<file path="config.mk">
export PLATFORM = sky130hd
export DESIGN_NAME = mem_access_stage
export DESIGN_NICKNAME = d
export VERILOG_FILES = /design/src/rtl/cpu_pkg.sv /design/src/rtl/mem_access_stage_load_align.sv /design/src/rtl/mem_access_stage.sv
export SDC_FILE = /design/constraint.sdc
export NUM_CORES = 1
export LEC_CHECK = 0
export ABC_AREA = 1
export CORE_ASPECT_RATIO = 1.75
export CORE_UTILIZATION = 31
export DETAILED_ROUTE_END_ITERATION = 16
export PLACE_DENSITY = 0.72
export SYNTH_ARGS = -nofsm -noshare
export SYNTH_HDL_FRONTEND = slang
export SYNTH_SLANG_ARGS = --single-unit
</file>
<file path="constraint.sdc">
create_clock -name clk -period 1.65 [get_ports clk]
set_input_delay 0.165 -clock clk [delete_from_list [all_inputs] [get_ports clk]]
set_output_delay 0.165 -clock clk [all_outputs]
set_load 0.01 [all_outputs]
</file>
<file path="src/rtl/cpu_pkg.sv">
// Shared definitions for the RV32I core pipeline.
// Holds the load/store funct3 encodings, the MEM-stage FSM state type and
// a helper that classifies funct3 into an access size.
package cpu_pkg;

  localparam logic [2:0] F3_LB  = 3'b000;
  localparam logic [2:0] F3_LH  = 3'b001;
  localparam logic [2:0] F3_LW  = 3'b010;
  localparam logic [2:0] F3_LBU = 3'b100;
  localparam logic [2:0] F3_LHU = 3'b101;
  localparam logic [2:0] F3_SB  = 3'b000;
  localparam logic [2:0] F3_SH  = 3'b001;
  localparam logic [2:0] F3_SW  = 3'b010;

  typedef enum logic [1:0] {
    MS_IDLE = 2'd0,
    MS_REQ  = 2'd1,
    MS_RESP = 2'd2,
    MS_DONE = 2'd3
  } mem_state_e;

  typedef enum logic [1:0] {
    ACC_BYTE = 2'd0,
    ACC_HALF = 2'd1,
    ACC_WORD = 2'd2
  } acc_size_e;

  // Unused encodings (011, 110, 111) fall through to word accesses.
  function automatic acc_size_e f3_size(input logic [2:0] f3);
    acc_size_e sz;
    case (f3)
      F3_LB, F3_LBU: sz = ACC_BYTE;
      F3_LH, F3_LHU: sz = ACC_HALF;
      default:       sz = ACC_WORD;
    endcase
    return sz;
  endfunction

endpackage

</file>
<file path="src/rtl/mem_access_stage_load_align.sv">
// load_align: combinational load-data lane select and sign/zero extension.
// Ports:
//   i_rdata  [31:0] raw bus read word
//   i_addr   [1:0]  byte offset of the access
//   i_funct3 [2:0]  load width/sign
//   o_data   [31:0] extended result
// Half accesses use only i_addr[1]; word accesses ignore i_addr.
module load_align
  import cpu_pkg::*;
(
  input  logic [31:0] i_rdata,
  input  logic [1:0]  i_addr,
  input  logic [2:0]  i_funct3,
  output logic [31:0] o_data
);

  logic [7:0]  w_byte;
  logic [15:0] w_half;
  logic        w_unsigned;

  assign w_unsigned = i_funct3[2];

  always_comb begin
    case (i_addr)
      2'd0:    w_byte = i_rdata[7:0];
      2'd1:    w_byte = i_rdata[15:8];
      2'd2:    w_byte = i_rdata[23:16];
      default: w_byte = i_rdata[31:24];
    endcase
    w_half = i_addr[1] ? i_rdata[31:16] : i_rdata[15:0];
  end

  always_comb begin
    case (f3_size(i_funct3))
      ACC_BYTE: o_data = w_unsigned ? {24'd0, w_byte} : {{24{w_byte[7]}}, w_byte};
      ACC_HALF: o_data = w_unsigned ? {16'd0, w_half} : {{16{w_half[15]}}, w_half};
      default:  o_data = i_rdata;
    endcase
  end

endmodule

</file>
<file path="src/rtl/mem_access_stage.sv">
// mem_access_stage: MEM pipeline stage of the RV32I core.
// Issues loads/stores on a req/gnt/rvalid data bus, aligns store data and
// byte enables, extends load data, and stalls upstream until the access is
// complete. Non-memory instructions pass straight to rd_* combinationally.
// Ports:
//   clk, rst                 clock, synchronous active-high reset
//   ex_*                     instruction held in the EX/MEM register
//   dmem_*                   data-memory bus (word-aligned address)
//   rd_we_o/rd_addr_o/rd_data_o  writeback towards MEM/WB
//   stall_o                  freeze EX/MEM and earlier stages
// Build option MEM_MISALIGN_EXC_EN: adds misalign_o/misalign_addr_o and
// rejects misaligned half/word accesses instead of forcing alignment.
module mem_access_stage
  import cpu_pkg::*;
#(
  parameter int unsigned ADDR_W = 32,
  parameter int unsigned XLEN   = 32
)(
  input  logic              clk,
  input  logic              rst,
  input  logic              ex_valid_i,
  input  logic              ex_rd_we_i,
  input  logic [4:0]        ex_rd_addr_i,
  input  logic [XLEN-1:0]   ex_alu_res_i,
  input  logic [XLEN-1:0]   ex_store_data_i,
  input  logic              ex_mem_re_i,
  input  logic              ex_mem_we_i,
  input  logic [2:0]        ex_funct3_i,
  output logic              dmem_req,
  output logic              dmem_we,
  output logic [ADDR_W-1:0] dmem_addr,
  output logic [3:0]        dmem_be,
  output logic [XLEN-1:0]   dmem_wdata,
  input  logic              dmem_gnt,
  input  logic              dmem_rvalid,
  input  logic [XLEN-1:0]   dmem_rdata,
`ifdef MEM_MISALIGN_EXC_EN
  output logic              misalign_o,
  output logic [31:0]       misalign_addr_o,
`endif
  output logic              rd_we_o,
  output logic [4:0]        rd_addr_o,
  output logic [XLEN-1:0]   rd_data_o,
  output logic              stall_o
);

  mem_state_e  r_state, w_state_nxt;

  logic [4:0]        r_rd_addr;
  logic [2:0]        r_funct3;
  logic [ADDR_W-1:0] r_addr;
  logic [3:0]        r_be;
  logic [XLEN-1:0]   r_wdata;
  logic              r_is_load;
  logic [XLEN-1:0]   r_result;

  acc_size_e   w_size;
  logic [3:0]  w_be;
  logic [31:0] w_wdata;
  logic [31:0] w_load_ext;
  logic        w_is_mem;
  logic        w_mis;
  logic        w_start;

  assign w_size   = f3_size(ex_funct3_i);
  assign w_is_mem = ex_mem_re_i | ex_mem_we_i;

  always_comb begin
    case (w_size)
      ACC_BYTE: begin
        w_be    = 4'b0001 << ex_alu_res_i[1:0];
        w_wdata = {4{ex_store_data_i[7:0]}};
      end
      ACC_HALF: begin
        w_be    = 4'b0011 << {ex_alu_res_i[1], 1'b0};
        w_wdata = {2{ex_store_data_i[15:0]}};
      end
      default: begin
        w_be    = 4'b1111;
        w_wdata = ex_store_data_i;
      end
    endcase
  end

`ifdef MEM_MISALIGN_EXC_EN
  assign w_mis = ((w_size == ACC_HALF) && ex_alu_res_i[0]) ||
                 ((w_size == ACC_WORD) && (ex_alu_res_i[1:0] != 2'b00));
`else
  assign w_mis = 1'b0;
`endif

  load_align u_load_align (
    .i_rdata  (dmem_rdata),
    .i_addr   (r_addr[1:0]),
    .i_funct3 (r_funct3),
    .o_data   (w_load_ext)
  );

  // Bus fields come only from latched state so they stay stable until gnt.
  assign dmem_addr  = {r_addr[ADDR_W-1:2], 2'b00};
  assign dmem_wdata = r_wdata;
  assign dmem_we    = (r_state == MS_REQ) && !r_is_load;
  assign dmem_be    = (r_state == MS_REQ) ? r_be : '0;

  always_ff @(posedge clk) begin
    if (rst) begin
      r_state   <= MS_IDLE;
      r_rd_addr <= '0;
      r_funct3  <= '0;
      r_addr    <= '0;
      r_be      <= '0;
      r_wdata   <= '0;
      r_is_load <= 1'b0;
      r_result  <= '0;
    end else begin
      r_state <= w_state_nxt;
      if (w_start) begin
        r_rd_addr <= ex_rd_addr_i;
        r_funct3  <= ex_funct3_i;
        r_addr    <= ex_alu_res_i[ADDR_W-1:0];
        r_be      <= w_be;
        r_wdata   <= w_wdata;
        r_is_load <= ex_mem_re_i;
        r_result  <= '0;
      end
      if ((r_state == MS_RESP) && dmem_rvalid) begin
        r_result <= w_load_ext;
      end
    end
  end

  always_comb begin
    w_state_nxt = r_state;
    w_start     = 1'b0;
    dmem_req    = 1'b0;
    stall_o     = 1'b0;
    rd_we_o     = 1'b0;
    rd_addr_o   = ex_rd_addr_i;
    rd_data_o   = ex_alu_res_i;
`ifdef MEM_MISALIGN_EXC_EN
    misalign_o      = 1'b0;
    misalign_addr_o = '0;
`endif
    case (r_state)
      MS_IDLE: begin
        if (ex_valid_i) begin
          if (w_is_mem) begin
            if (w_mis) begin
`ifdef MEM_MISALIGN_EXC_EN
              misalign_o      = 1'b1;
              misalign_addr_o = ex_alu_res_i;
`endif
            end else begin
              w_start     = 1'b1;
              stall_o     = 1'b1;
              w_state_nxt = MS_REQ;
            end
          end else begin
            rd_we_o = ex_rd_we_i;
          end
        end
      end
      MS_REQ: begin
        dmem_req = 1'b1;
        stall_o  = 1'b1;
        if (dmem_gnt) w_state_nxt = r_is_load ? MS_RESP : MS_DONE;
      end
      MS_RESP: begin
        stall_o = 1'b1;
        if (dmem_rvalid) w_state_nxt = MS_DONE;
      end
      default: begin
        rd_we_o     = r_is_load && (r_rd_addr != 5'd0);
        rd_addr_o   = r_rd_addr;
        rd_data_o   = r_result;
        w_state_nxt = MS_IDLE;
      end
    endcase
  end

endmodule

</file>
==> Word-level counts from Yosys, hierarchy flattened <==
Cells that the tools add are included.
{ "op_classes": {"n_addsub": 0, "n_mul": 0, "div": 0, "magnitude_cmp": 0, "n_eq_ne": 16, "shift": 2, "mux": 28, "n_bitwise": 1, "reduce_logical": 19} }
{ "ops": {"columns": ["op", "count"], "rows": [
  ["32-bit 2-to-1 mux", 5],
  ["32-bit one-hot mux with 2 select lines", 2],
  ["8-bit one-hot mux with 3 select lines", 1],
  ["16-bit 2-to-1 mux", 1],
  ["3-bit == test, second input constant", 4],
  ["2-bit OR reduction", 5],
  ["2-bit by 1-bit == test with 1-bit output, second input constant", 4],
  ["2-bit zero test", 4],
  ["2-bit 2-to-1 mux", 4],
  ["2-bit inequality test, second input constant", 4],
  ["2-bit one-hot mux with 2 select lines", 2],
  ["4-bit one-hot mux with 2 select lines", 1],
  ["1-bit 2-to-1 mux", 7],
  ["3-bit by 1-bit == test with 1-bit output, second input constant", 2],
  ["3-bit zero test", 2],
  ["2-bit one-hot mux with 3 select lines", 1],
  ["5-bit 2-to-1 mux", 1],
  ["5-bit nonzero test", 1],
  ["2-bit == test, second input constant", 2],
  ["4-bit 2-to-1 mux", 1],
  ["1-bit one-hot mux with 2 select lines", 2],
  ["4-bit AND reduction", 1],
  ["1-bit by 2-bit << shifter with 4-bit output, first input constant", 1],
  ["2-bit by 2-bit << shifter with 4-bit output, first input constant", 1],
  ["5 further kinds", 7]
]} }
{ "word_totals": {"reg_bits": 111, "latchBits": 0, "ramBits": 0, "romBits": 0, "inputBits": 112, "out_inout_bits": 109, "word_cells": 74, "mem_count": 0} }

==> Longest topological paths before layout <==
{ "depth": {"depth_word": 6, "ltp_mapped": 10, "mapped_depth_nobuf": 9} }

==> Hierarchy <==
Synthesis repeated with hierarchy kept, for this count alone.
{ "unflattened": {"hier_cells": 895, "area_unflattened_um2": 5967.0} }
{ "modules_own_cells": {"columns": ["module", "instances", "cells_each", "area_each_um2", "seq_area_each_um2"], "rows": [
  ["mem_access_stage", 1, 738, 5089.9, 2222.1],
  ["load_align", 1, 157, 877.1, 0.0]
]} }

==> Worst setup path before layout <==
OpenSTA, ideal clock, no wires.
{ "synth_timing": {"path_kind": "reg-to-reg", "from": "register r_state[0]", "to": "register r_result[21]", "setup_ps": 71, "arrival_time_ps": 1480, "required_time_ps": 1579, "slack_ps": 99, "stages_incl_launch_ff": 9, "n_path_buf": 1, "synth_period_minus_slack_ps": 1551, "cell_sequence": "dfxtp_1 -> inv_1 -> ha_1 -> nand2_1 -> inv_1 -> nor2_2 -> buf_2 -> nand2_1 -> a21oi_2"} }
{ "synth_via": {"elab_chain_len": 3, "word_cells_on_any_way": 6, "cone_classes": "1 x eq/ne; 2 x mux; 3 x reduce/logical"} }
{ "synth_lines": {"columns": ["item", "line", "source"], "rows": [
  ["from (decl)", "mem_access_stage.sv:47", "mem_state_e r_state, w_state_nxt;"],
  ["from (signal assigned)", "mem_access_stage.sv:116", "r_state <= w_state_nxt;"],
  ["2-bit == test or 2-bit zero test (tied branches)", "mem_access_stage.sv:126, mem_access_stage.sv:144", null],
  ["1-bit logical AND or 1-bit 2-to-1 mux (tied branches)", "mem_access_stage.sv:126, mem_access_stage.sv:144", null],
  ["32-bit 2-to-1 mux or 2-bit nonzero test (tied branches)", null, null],
  ["to (signal assigned)", "mem_access_stage.sv:127", "r_result <= w_load_ext;"],
  ["to (decl)", "mem_access_stage.sv:55", "logic [XLEN-1:0] r_result;"]
]} }
Several ways; a longest one is shown, not always the timed one.
A chain may end at the register's enable or synchronous reset.

==> Worst setup path in the final report <==
{ "layout_timing": {"from": "register r_state[0]", "to": "output port rd_data_o[5]"} }
{ "layout_via": {"elab_chain_len": 3, "word_cells_on_any_way": 5, "cone_classes": "2 x eq/ne; 1 x mux; 2 x reduce/logical"} }
{ "layout_lines": {"columns": ["item", "line", "source"], "rows": [
  ["2-bit by 1-bit == test with 1-bit output, or another cell as far along", "mem_access_stage.sv:144", "case (r_state)"],
  ["3-bit OR reduction (no line) (*)", null, null],
  ["32-bit 2-to-1 mux (*)", "mem_access_stage.sv:144", null],
  ["to (decl)", "mem_access_stage.sv:43", "output logic [XLEN-1:0] rd_data_o,"]
]} }
Mark *: on every way between the ends. The rest lies on a longest branch, timed or not.

==> summary.md <==
| Metric | Value |
|---|---|
| Detailed-route wire length per cell | 17.2 um |
| Critical path peak fanout | 8 |
| Mapped Area | around 5600 sq um |
| WHS Endpoint | r_be[2] |
| Most common flop cell mapped by yosys | dfxtp_1 |
| Cell family with the largest share of critical-path delay | buffers and inverters |
| Post-synthesis register bit count | approximately 110 |
| Final-report hold violation count | 0 |
| Data required time of the worst path | ~1.5 ns |
| Worst path most repeated cell | buf_12 |
| RSZ-0062 raised after global routing | yes |
| Final worst slack | -0.0275 ns |
| Setup tns final | -0.178 ns |
| Hold Path Stages | 3 |
| First-pass GRT wire length | 30,300 um |
| Row cnt | 64 |
| Gpl congestion | ~0.9 |
| Footprint of the multi-input gates | roughly 3000 sq um |
| Crit Path Category | reg -> out |
| Measured slew at the worst slew-check pin | roughly 0.50 ns |
| Post-synthesis sequential area ratio | 0.400 |
| Crit path launch | r_state[0] |
| Final Util | 0.512 |
| Die H | between 150 and 200 um |
| Startpoint types | register |
| Max Transition Viols Final | 0 |
| FF-to-FF End | dmem_wdata[3] |
| Storage element area | between 2000 and 2500 sq um |
| Post-route insts no fill | approximately 1,200 |
| Violated checks | setup timing |
| DIE AREA | 18,500 sq um |
| PortBufs | 218 |
| CP arrival | around 1.5 ns |
| Total grt overflow | 0 |
| Cell taking the most area after synthesis | dfxtp_1 |
| Synth Warn # | 0 |
| Crit-path cells | ha_4, buf_12, buf_12, nand2_1, o21ai_1, buf_2 |
| DRT Pass-1 Iters | 5 |
| Max stage delay on crit path | between 0.3 and 0.4 ns |
| Min-delay worst type | in -> reg |
| Syn Area/Cell | approximately 7.1 sq um |
| DRC viols | 0 |
| Tmin final | approximately 1.7 ns |
| CTS root buffer | clkbuf_16 |
| Setup Skew | between 0.009 and 0.01 ns |
| Post-route ant nets | 0 |
| Status | finished with violations |
| GRT Resource Usage Total | 0.219 |
| Iter 0 DRT Violations | between 200 and 250 |
| Max cap viols | 0 |
| Ratio of cells with drive above 1 in the final layout | 0.260 |
| P_leak | ~3.8 nW |
| Synth async-reset ratio | 0 |
| Number of global-route vias before repair | 5,716 |
| DP Worst Slack | -0.184 ns |
| Slew HR | 0.665 |
| Num ports | roughly 220 |
| Period utilisation layout | 1.02 |
| Worst r2r src | r_state[1] |
| FMAX | 596 MHz |
| Fill cells | roughly 1,600 |
| Cell variety after synth | 36 |
| DRT Wirelength | 21,200 um |
| Max Root-Sink Buffers | 2 |
| Gate Count Post-Synth | ~800 |
| Worst R2R Path Depth | 9 |
| Pwr/cell area | around 1300 nW/um^2 |
| CTS tree | yes |
| HP Start | rst |
| Worst path bufs/invs | 3 |
| Die X | about 100 um |
| Inst Count DP | 1,197 |
| Final setup viols | 11 |
| Largest net degree at the start of global routing | 42 |
| Clock Pin Slew Worst Setup and Hold Paths | approximately 0.080 ns |
| Number of antenna violations at the first check in global routing | 0 |
| Hpwl dp | about 14,000 um |
| Cts bufs inserted | 9 |
| Starting density of the core | 0.317 |
| Depth of the CTS H-tree | 3 |
| Synth top area cells | dfxtp_1 40%, nand2_1 9.9%, o21ai_0 9.7% |
| Inserted Diodes | 0 |
| R2R Setup Slk | 0.01 ns |
| Top cells by count, synth | 147 x nand2_1, 111 x dfxtp_1, 108 x o21ai_0, 105 x a21oi_1, 79 x inv_1 |
| WHS | 0.224 ns |
| Top cell type's share of synthesized area | 0.400 |
| Clock latency on the worst-skew pair | 0.35 ns |
| Slowest CP cell | dfxtp_4 |
| Clock sinks | 111 |
| Most numerous cell in the Yosys netlist | nand2_1 |
| Peak supply drop | 0.559 mV |
| Area of the core | 17,500 sq um |
| Post-synth EDFFs | 0 |
| Synthesis-to-finish area growth | 61.6% |
| Vias per Instance | 4.97 |
| Layout Nets | ~1,100 |
| Vias | a little over 6,000 |
| CP endpoint kind | primary output |
==> through the flow <==
step | area [sq um] | total power [mW]
after floorplan | 5560 | 5.95
after global placement | 7950 | 7.92
after detailed placement | 7950 | 7.98
after CTS | 8510 | 10.8
after global routing | 8980 | 11.9
final | 8980 | 11.3
==> worst reg2reg max path, cell delays in order, from the launching register on <==
cell and delay, ns:
dfxtp_4 0.38, inv_4 0.05, ha_4 0.16, nand2_2 0.06
inv_2 0.05, nand2_4 0.07, clkinv_4 0.06, buf_12 0.14
bufbuf_16 0.30, a211oi_1 0.26
==> routing by layer <==
metal,global-route usage,share of wire,up-vias
li1,-,-,2997
met1,0.226,0.36,2840
met2,0.421,0.55,245
met3,0.0300,0.049,50
met4,0.103,0.043,0
met5,0,0,-
==> flip-flops by register name, indices dropped and copies added (netlist names) <==
register and flops:
r_be 4, dmem_wdata 32, r_funct3 3, r_state 2
r_result 32, r_addr 32, r_rd_addr 5, r_is_load 1
==> power by group <==
part	internal, mW	switching (mW)
sequential	3.21	0.380
clock	1.03	1.05
combinational	2.79	2.82
==> cell usage in the layout, fill, tap and decap left out, types with 3 or more instances in the layout <==
master             n
a211oi_1          11
a211oi_2           3
a21oi_1           90
a21oi_2           25
a31oi_1            6
buf_12            12
buf_16             5
buf_2             36
buf_4             37
buf_6              7
buf_8              3
clkbuf_16         14
clkbuf_2           4
clkdlybuf4s50_1  172
clkinvlp_4         3
dfxtp_1          109
ha_4               3
inv_1             75
inv_2              5
nand2_1          113
nand2_2           34
nand2_4           12
nand3_1           13
nand3_2            3
nor2_1            36
nor2_4             5
nor3_1             8
o211ai_1          15
o21ai_0           40
o21ai_1           45
o21ai_2           29
==> area by class of cell <==
type,count,area share
clock buffer,10,0.0255
clock inverter,6,0.00501
inverter,83,0.0358
multi-input combinational,510,0.333
sequential,111,0.248
tap,231,0.0322
timing repair buffer,284,0.321
==> worst max-delay path by stage <==
stage,slack (ns),cells past startpoint,to
4_1_cts,-0.14,4,rd_data_o[0]
3_3_place_gp,-0.18,7,rd_we_o
6_report,-0.03,6,rd_data_o[5]
5_1_grt,-0.1,6,rd_addr_o[0]
3_5_place_dp,-0.18,7,rd_we_o
2_1_floorplan,0.1,8,r_result[21]
==> repair_timing <==
action,CTS,global route
setup endpoints to repair,128,114
gates resized for setup,267,150
hold buffers,0,0
pin swaps,8,44
cloned,7,6
setup buffers,9,4
==> logic make-up (layout without fill, tap and decap cells) <==
kind of cell | after synthesis | in the layout | synth area share
DFF | 111 | 111 | 0.400
buffers and inverters | 166 | 383 | 0.143
and+or+nand+nor | 230 | 230 | 0.175
adders and majority gates | 4 | 4 | 0.00901
other | 1 | 2 | 0.000675
AOI/OAI and AO/OA | 273 | 273 | 0.271
muxes | 1 | 1 | 0.00203
Note: power is estimated with default switching activity, not from simulation.
